File: src/rtl/s38417_pkg.sv
// Shared constants and types for the s38417 pattern loader: word width,
// bank count, write-port address map and the scan sequencer state encoding.
package s38417_pkg;

    localparam int W     = 9;
    localparam int NBANK = 3;

    typedef enum logic [1:0] {
        IDLE = 2'd0,
        SCAN = 2'd1,
        DONE = 2'd2
    } state_t;

    localparam logic [1:0] ADDR_B0  = 2'd0;
    localparam logic [1:0] ADDR_B1  = 2'd1;
    localparam logic [1:0] ADDR_B2  = 2'd2;
    localparam logic [1:0] ADDR_REF = 2'd3;

    // Scan index to one-hot checker select; out-of-range indices give no select.
    function automatic logic [NBANK-1:0] idx_to_sel(input logic [1:0] idx);
        logic [NBANK-1:0] sel_v;
        case (idx)
            2'd0:    sel_v = 3'b001;
            2'd1:    sel_v = 3'b010;
            2'd2:    sel_v = 3'b100;
            default: sel_v = 3'b000;
        endcase
        return sel_v;
    endfunction

endpackage

File: src/rtl/s38417_bank_regfile.sv
// Three pattern banks plus the reference word, with a per-entry valid bit.
// Writes set the entry's valid bit; a scan completion clears all valid bits.
module s38417_bank_regfile
    import s38417_pkg::*;
(
    input  logic         CK,
    input  logic         rst_n,
    input  logic         i_we,
    input  logic [1:0]   i_waddr,
    input  logic [W-1:0] i_wdata,
    input  logic         i_clr_vld,
    output logic [W-1:0] o_bank0,
    output logic [W-1:0] o_bank1,
    output logic [W-1:0] o_bank2,
    output logic [W-1:0] o_ref,
    output logic [3:0]   o_vld
);

    logic [W-1:0] r_bank0;
    logic [W-1:0] r_bank1;
    logic [W-1:0] r_bank2;
    logic [W-1:0] r_ref;
    logic [3:0]   r_vld;
    logic [3:0]   w_wr_onehot;

    // Decode the write address into the valid bit it sets.
    always_comb begin
        w_wr_onehot = 4'b0000;
        case (i_waddr)
            ADDR_B0:  w_wr_onehot = 4'b0001;
            ADDR_B1:  w_wr_onehot = 4'b0010;
            ADDR_B2:  w_wr_onehot = 4'b0100;
            ADDR_REF: w_wr_onehot = 4'b1000;
            default:  w_wr_onehot = 4'b0000;
        endcase
    end

    // Data storage: the addressed word is overwritten on every accepted write.
    always_ff @(posedge CK or negedge rst_n) begin
        if (!rst_n) begin
            r_bank0 <= {W{1'b0}};
            r_bank1 <= {W{1'b0}};
            r_bank2 <= {W{1'b0}};
            r_ref   <= {W{1'b0}};
        end else if (i_we) begin
            case (i_waddr)
                ADDR_B0:  r_bank0 <= i_wdata;
                ADDR_B1:  r_bank1 <= i_wdata;
                ADDR_B2:  r_bank2 <= i_wdata;
                ADDR_REF: r_ref   <= i_wdata;
                default:  r_ref   <= r_ref;
            endcase
        end else begin
            r_bank0 <= r_bank0;
        end
    end

    // Valid tracking; clear and write never coincide since writes stall outside IDLE.
    always_ff @(posedge CK or negedge rst_n) begin
        if (!rst_n) begin
            r_vld <= 4'b0000;
        end else if (i_clr_vld) begin
            r_vld <= 4'b0000;
        end else if (i_we) begin
            r_vld <= r_vld | w_wr_onehot;
        end else begin
            r_vld <= r_vld;
        end
    end

    assign o_bank0 = r_bank0;
    assign o_bank1 = r_bank1;
    assign o_bank2 = r_bank2;
    assign o_ref   = r_ref;
    assign o_vld   = r_vld;

endmodule

File: src/rtl/s38417_pattern_loader.sv
// Loads pattern banks and a reference word, then walks a one-hot select across
// the banks while collecting the checker's match flag into match_vec.
module s38417_pattern_loader
    import s38417_pkg::*;
(
    input  logic             CK,
    input  logic             rst_n,
    input  logic             wr_valid,
    output logic             wr_ready,
    input  logic [1:0]       wr_addr,
    input  logic [W-1:0]     wr_data,
    input  logic             start,
    output logic [NBANK-1:0] sel,
    output logic [W-1:0]     bank0_q,
    output logic [W-1:0]     bank1_q,
    output logic [W-1:0]     bank2_q,
    output logic [W-1:0]     ref_q,
    output logic             upd,
    input  logic             match_in,
    output logic [NBANK-1:0] match_vec,
    output logic             busy,
    output logic             done,
    output logic             err
);

    state_t           r_state;
    state_t           w_state_nxt;
    logic [1:0]       r_idx;
    logic [1:0]       w_idx_nxt;
    logic [NBANK-1:0] r_sel;
    logic [NBANK-1:0] w_sel_nxt;
    logic             r_upd;
    logic             w_upd_nxt;
    logic             r_busy;
    logic             w_busy_nxt;
    logic             r_done;
    logic             w_done_nxt;
    logic             r_err;
    logic             w_err_nxt;
    logic [NBANK-1:0] r_match_vec;
    logic [NBANK-1:0] w_match_vec_nxt;
    logic             w_clr_vld;
    logic             w_wr_fire;
    logic [3:0]       w_vld;
    logic             w_vld_all;

    assign wr_ready  = (r_state == IDLE);
    assign w_wr_fire = wr_valid & wr_ready;
    // Registered valid bits hold the pre-write view for a same-cycle start.
    assign w_vld_all = (w_vld == 4'b1111);

    s38417_bank_regfile u_regfile (
        .CK        (CK),
        .rst_n     (rst_n),
        .i_we      (w_wr_fire),
        .i_waddr   (wr_addr),
        .i_wdata   (wr_data),
        .i_clr_vld (w_clr_vld),
        .o_bank0   (bank0_q),
        .o_bank1   (bank1_q),
        .o_bank2   (bank2_q),
        .o_ref     (ref_q),
        .o_vld     (w_vld)
    );

    // Next-state and next-output decode for the scan sequencer.
    always_comb begin
        w_state_nxt     = r_state;
        w_idx_nxt       = r_idx;
        w_sel_nxt       = 3'b000;
        w_upd_nxt       = 1'b0;
        w_busy_nxt      = 1'b0;
        w_done_nxt      = 1'b0;
        w_err_nxt       = 1'b0;
        w_match_vec_nxt = r_match_vec;
        w_clr_vld       = 1'b0;
        case (r_state)
            IDLE: begin
                if (start) begin
                    if (w_vld_all) begin
                        w_state_nxt     = SCAN;
                        w_idx_nxt       = 2'd0;
                        w_sel_nxt       = idx_to_sel(2'd0);
                        w_upd_nxt       = 1'b1;
                        w_busy_nxt      = 1'b1;
                        w_match_vec_nxt = 3'b000;
                    end else begin
                        w_err_nxt = 1'b1;
                    end
                end else begin
                    w_state_nxt = IDLE;
                end
            end
            SCAN: begin
                // match_vec was cleared on entry, so OR-ing in the current lane suffices.
                w_match_vec_nxt = r_match_vec | (idx_to_sel(r_idx) & {NBANK{match_in}});
                if (r_idx == 2'd2) begin
                    w_state_nxt = DONE;
                    w_idx_nxt   = 2'd0;
                    w_done_nxt  = 1'b1;
                end else begin
                    w_idx_nxt  = r_idx + 2'd1;
                    w_sel_nxt  = idx_to_sel(r_idx + 2'd1);
                    w_upd_nxt  = 1'b1;
                    w_busy_nxt = 1'b1;
                end
            end
            DONE: begin
                w_state_nxt = IDLE;
                w_clr_vld   = 1'b1;
            end
            default: begin
                w_state_nxt = IDLE;
                w_idx_nxt   = 2'd0;
            end
        endcase
    end

    // State and scan index registers.
    always_ff @(posedge CK or negedge rst_n) begin
        if (!rst_n) begin
            r_state <= IDLE;
            r_idx   <= 2'd0;
        end else begin
            r_state <= w_state_nxt;
            r_idx   <= w_idx_nxt;
        end
    end

    // Registered outputs toward the checker and the configuration master.
    always_ff @(posedge CK or negedge rst_n) begin
        if (!rst_n) begin
            r_sel       <= 3'b000;
            r_upd       <= 1'b0;
            r_busy      <= 1'b0;
            r_done      <= 1'b0;
            r_err       <= 1'b0;
            r_match_vec <= 3'b000;
        end else begin
            r_sel       <= w_sel_nxt;
            r_upd       <= w_upd_nxt;
            r_busy      <= w_busy_nxt;
            r_done      <= w_done_nxt;
            r_err       <= w_err_nxt;
            r_match_vec <= w_match_vec_nxt;
        end
    end

    assign sel       = r_sel;
    assign upd       = r_upd;
    assign busy      = r_busy;
    assign done      = r_done;
    assign err       = r_err;
    assign match_vec = r_match_vec;

endmodule

File: config.mk
export PLATFORM = sky130hd
export DESIGN_NAME = s38417_pattern_loader
export DESIGN_NICKNAME = d
export VERILOG_FILES = /design/src/rtl/s38417_pkg.sv /design/src/rtl/s38417_bank_regfile.sv /design/src/rtl/s38417_pattern_loader.sv
export SDC_FILE = /design/constraint.sdc
export NUM_CORES = 1
export LEC_CHECK = 0
export ABC_CLOCK_PERIOD_IN_PS = 3700
export BUFFER_PORTS_ARGS = -buffer_cell sky130_fd_sc_hd__buf_2
export CELL_PAD_IN_SITES_DETAIL_PLACEMENT = 0
export CELL_PAD_IN_SITES_GLOBAL_PLACEMENT = 1
export CORE_MARGIN = 5
export CORE_UTILIZATION = 46
export CTS_BUF_LIST = sky130_fd_sc_hd__clkbuf_2
export DETAILED_ROUTE_END_ITERATION = 10
export GPL_TIMING_DRIVEN = 0
export PLACE_DENSITY_LB_ADDON = 0.1
export SLEW_MARGIN = 20
export SYNTH_ARGS = -nofsm -noshare
export SYNTH_HDL_FRONTEND = slang
export SYNTH_SLANG_ARGS = --single-unit
File: constraint.sdc
create_clock -name CK -period 3.7 [get_ports CK]
set_input_delay 0.555 -clock CK [delete_from_list [all_inputs] [get_ports CK]]
set_output_delay 0.555 -clock CK [all_outputs]
set_load 0.005 [all_outputs]
# --- After elaboration in Yosys (flattened, before gate mapping) ---
# Index checks and enable logic that the tools add are counted.
totals:
  out_inout_bits: 47
  elab_cells: 76
  reg_bits: 53
  input_bits: 16
op_classes:
  mux: 31
  n_bitwise: 5
  addsub: 1
  n_eq_ne: 14
  reduce_logical: 13
op_table:
  columns: ["op", "n"]
  rows:
  - ["case mux 3 bit (3 select lines)", 2]
  - ["case mux 4 bit (4 select lines)", 1]
  - ["2-to-1 mux 2 bit", 6]
  - ["2-to-1 mux 3 bit", 4]
  - ["case mux 3 bit (2 select lines)", 2]
  - ["2-to-1 mux 1 bit", 11]
  - ["== test 2 bit (second input constant)", 5]
  - ["AND reduction 2 bit", 5]
  - ["== test 2 x 1 -> 1 bit (second input constant)", 4]
  - ["zero test 2 bit", 4]
  - ["2-to-1 mux 4 bit", 2]
  - ["case mux 2 bit (3 select lines)", 1]
  - ["AND reduction 3 bit", 2]
  - ["== test 4 bit (second input constant)", 1]
  - ["!= test 2 x 1 -> 1 bit (second input constant)", 2]
  - ["bitwise OR 4 bit", 1]
  - ["case mux 2 bit (2 select lines)", 1]
  - ["nonzero test 2 bit", 2]
  - ["AND 3 bit", 1]
  - ["!= test 3 x 2 -> 1 bit (second input constant)", 1]
  - ["bitwise OR 3 bit", 1]
  - ["adder 2 x 1 -> 2 bit (second input constant)", 1]
  - ["!= test 2 bit (second input constant)", 1]
  - ["case mux 1 bit (2 select lines)", 1]
  - ["2 further kinds", 2]

# --- Logic depth before layout (Yosys ltp) ---
logic_depth:
  ltp_word: 6
  ltp_mapped: 5
  mapped_depth_nobuf: 3

# --- Modules after synthesis ---
# Synthesis repeated with hierarchy kept, for this count alone.
hier_totals:
  hier_cells: 132
  area_unflattened_um2: 2052.0
modules_own_cells:
  columns: ["module", "area_each_um2", "instances", "cells_per_inst", "seq_area_each_um2"]
  rows:
  - ["s38417_bank_regfile", 1525.2, 1, 91, 1001.0]
  - ["s38417_pattern_loader", 526.8, 1, 41, 325.3]

# --- Least setup slack after synthesis ---
# No wires, ideal clock.
synth_timing:
  path_kind: "flip-flop to flip-flop"
  start: "register r_state[1]"
  end: "register u_regfile.r_bank0[0], in the netlist u_regfile.o_bank0[0]"
  synth_period_minus_slack_ps: 1451
  t_arrival_ps: 1326
  required_time_ps: 3575
  slack_ps: 2249
  path_buffers: 2
  setup_ps: 125
  stages_incl_launch_ff: 6
  path_cell_list: "dfrtp_1 > buf_6 > nor2_8 > and4bb_1 > buf_6 > mux2_2"
synth_via:
  elab_chain_cells: 3
synth_rtl:
  columns: ["element", "line_no", "source"]
  rows:
  - ["start, declared", "s38417_pattern_loader.sv:26", "state_t r_state;"]
  - ["start signal, assigned", "s38417_pattern_loader.sv:125", "r_state <= w_state_nxt;"]
  - ["zero test 2 bit", "s38417_pattern_loader.sv:47", "assign wr_ready = (r_state == IDLE);"]
  - ["via wr_ready", "s38417_pattern_loader.sv:9", "output logic wr_ready,"]
  - ["AND 1 bit", "s38417_pattern_loader.sv:48", "assign w_wr_fire = wr_valid & wr_ready;"]
  - ["AND reduction 2 bit (no line)", null, null]
  - ["end signal, assigned", "s38417_bank_regfile.sv:41", "r_bank0 <= {W{1'b0}};"]
  - ["end signal, assigned", "s38417_bank_regfile.sv:47", "ADDR_B0: r_bank0 <= i_wdata;"]
  - ["end signal, assigned", "s38417_bank_regfile.sv:54", "r_bank0 <= r_bank0;"]
  - ["end, declared", "s38417_bank_regfile.sv:19", "logic [W-1:0] r_bank0;"]
# The timed path passes the listed nets, and every way through them passes these cells.
# A chain may end at the register's enable or synchronous reset.

# --- Worst setup path after layout ---
layout_timing:
  start: "register r_state[1]"
  end: "output wr_ready"
layout_via:
  elab_chain_cells: 1
layout_rtl:
  columns: ["element", "line_no"]
  rows:
  - ["zero test 2 bit", "s38417_pattern_loader.sv:47"]
  - ["end, declared", "s38417_pattern_loader.sv:9"]
# No other way between the ends.

==> metrics.md <==
| Metric | Value |
|---|---|
| Power per cell area | 781.0 nW/um^2 |
| Critical Path End Type | output port |
| Final nets | around 210 |
| Worst-Skew Late Latency | between 400 and 500 ps |
| CTS tree | built |
| Routability Congestion | 0.7342 |
| Initial antenna violation count | 0 |
| DR vias | approximately 1,300 |
| R2R depth | 5 |
| Critical Path Source Type | flop |
| Pin count of the biggest net entering global routing | 54 |
| Critical path peak fanout | 8 |
| CTS Buf Count | 5 |
| Post-synth EDFFs | 0 |
| # setup viols final | 0 |
| Synth Register Bits | between 50 and 60 |
| DRC Markers | 0 |
| First-pass GRT wire length | just under 7000 um |
| RSZ-0062 raised after global routing | false |
| H-tree lvl count | 2 |
| Critical path required time | between 3000 and 4000 ps |
| R2R Path Start | r_state[1] |
| Vias per Instance | just over 5 |
| LEAKAGE | between 1 and 1.5 nW |
| Die Height | roughly 77 um |
| RR Endpoint | u_regfile.o_bank1[0] |
| Post-Synthesis Cells | about 130 |
| Fin. Hold Viols | 0 |
| CTS max path bufs | 2 |
| Diodes inserted | 0 |
| Drt first pass iters | 4 |
| Clk slew on worst S/H paths | around 240 ps |
| Worst VDD drop | approximately 330 uV |
| Slew @ Worst Pin | ~630 ps |
| Fmax | around 0.54 GHz |
| Area growth syn-to-layout | 20.35% |
| Die area | 5931 sq um |
| HP Class | input pin to asynchronous set/reset pin |
| Vias in the first global route | ~1,400 |
| Die width | roughly 77 um |
| Worst Skew | 8.191 ps |
| Period utilization | 50.44% |
| Commonest non-fill, non-tap cell in the layout | buf_2 |
| Netlist cell types | 25 |
| Initial DRC count | between 70 and 80 |
| Layout cells sized above 1 | a little under three fifths |
| Ys Warns | 0 |
| Min cycle time layout | roughly 1900 ps |
| Status | finished, final reports clean |
| Core footprint | 4354 sq um |
| Port Buf Inserts | slightly above 60 |
| Post-synthesis sequential area ratio | 64.20% |
| Post-CTS Hold Buffers | 0 |
| Grt ovf | 0 |
| Data arrival time of the critical path | 1310 ps |
| Top cell type by total area after synthesis | dfrtp_1 |
| Finished Core Util | a little under three fifths |
| R2r setup slk | 2140 ps |
| Most frequent cells in the layout | buf_2 (61), dfrtp_1 (53), mux2_2 (36), inv_1 (5), clkbuf_2 (5) |
| Synth area leaders | dfrtp_1 (64%), mux2_2 (20%), buf_6 (1.6%) |
| Max-cap check violation count | 0 |
| CTS Sinks | between 50 and 60 |
| Routed wire length | between 3000 and 4000 um |
| Post-synth top flop | dfrtp_1 |
| Syn nets | around 150 |
| Setup CP Type | flop to output port |
| Slew Viols, Final | 0 |
| Yosys top cell area share | 64.20% |
| Io pins | 63 |
| Tot GR Track Use | around 15% |
| Post-synthesis async set-or-reset flop share | 100.0% |
| Num rows | 24 |
| Drt wl/cell | about 16 um |
| Post-Syn Area per Cell | around 16 sq um |
| Post-CTS Setup Inserts | 0 |
| Post-synthesis cell area | a little over 2000 sq um |
| Final ANT Viol Nets | 0 |
| Setup tns final | 0 ps |
| CTS root buf | clkbuf_2 |
| Initial Util | approximately 47% |
| # resized after CTS | 0 |
| Slew margin rel. | 57.67% |
| Detail Placement HPWL | approximately 2800 um |
## critical path: stages, from the launching register on
cell,delay [ps]
dfrtp_1,430
buf_6,140
nor2_8,170
buf_2,140
## power by group
group	leakage (nW)	internal (W)	switching, W
logic	0.568	0.000423	0.000314
registers	0.637	0.000852	0.000132
clock network	0.0304	0.0000449	0.000176
## registers in the layout, summed over array words and instances, names as in the netlist
register and flops:
done 1, err 1, match_vec 3, u_regfile.o_bank2 9, u_regfile.o_bank0 9, r_idx 2
sel 3, u_regfile.o_bank1 9, u_regfile.o_vld 4, busy 1, r_state 2, u_regfile.o_ref 9
## routing by layer
| layer | routed length, um | up-vias | global-route usage [%] |
|---|---|---|---|
| li1 | - | 604 | - |
| met1 | 1709 | 615 | 18.58 |
| met2 | 1812 | 55 | 22.07 |
| met3 | 410 | 6 | 7.026 |
| met4 | 51 | 0 | 4.639 |
| met5 | 0 | - | 0 |
## stage by stage
step | hold WS, ps | setup slack, ps | power (W) | instance area [sq um] | cells
6_report | 97.91 | 1834 | 0.001942 | 2486 | 251
5_1_grt | 77.50 | 1701 | 0.002102 | 2486 | 251
3_3_place_gp | 466.0 | 2090 | 0.001725 | 2441 | 243
2_1_floorplan | 259.4 | 2249 | 0.001394 | 2066 | 129
4_1_cts | 306.1 | 1791 | 0.001976 | 2484 | 251
3_5_place_dp | 481.6 | 2066 | 0.001754 | 2441 | 243
## cell usage after synthesis, drive strengths merged, types with 3 or more instances
master and instances:
and4 3, mux2 36, inv 5, dfrtp 53
a22o 3, buf 5, a21oi 3
## worst max-delay path by stage
stage | startpoint | end | slack [ps] | cells after the start
after floorplan | r_state[1] | u_regfile.o_bank0[0] | 2250 | 5
after global placement | wr_addr[1] | u_regfile.o_bank0[4] | 2090 | 4
after detailed placement | wr_addr[1] | u_regfile.o_bank0[1] | 2070 | 4
after CTS | r_state[1] | wr_ready | 1790 | 3
after global routing | r_state[1] | wr_ready | 1700 | 3
final | r_state[1] | wr_ready | 1830 | 3
## area by class of cell
cell class / instances / area, sq um
fillers: 367 / 1868
flip-flops and latches: 53 / 1326
multi-input cells: 66 / 671.9
repair buffers: 62 / 312.8
well taps: 52 / 65.06
plain buffers: 5 / 48.80
clock buffers: 5 / 25.02
inverters: 5 / 18.77
clock inverters: 3 / 17.52
## logic make-up (layout without fill, tap and decap cells)
kind of cell,after synthesis,count (layout),share of synthesized area (%)
DFF,53,53,64.20
muxes,36,36,19.62
and+or+nand+nor,16,16,8.177
AOI/OAI and AO/OA,14,14,4.724
buffers and inverters,10,80,3.271
No activity file was read; power rests on OpenSTA's default activity.
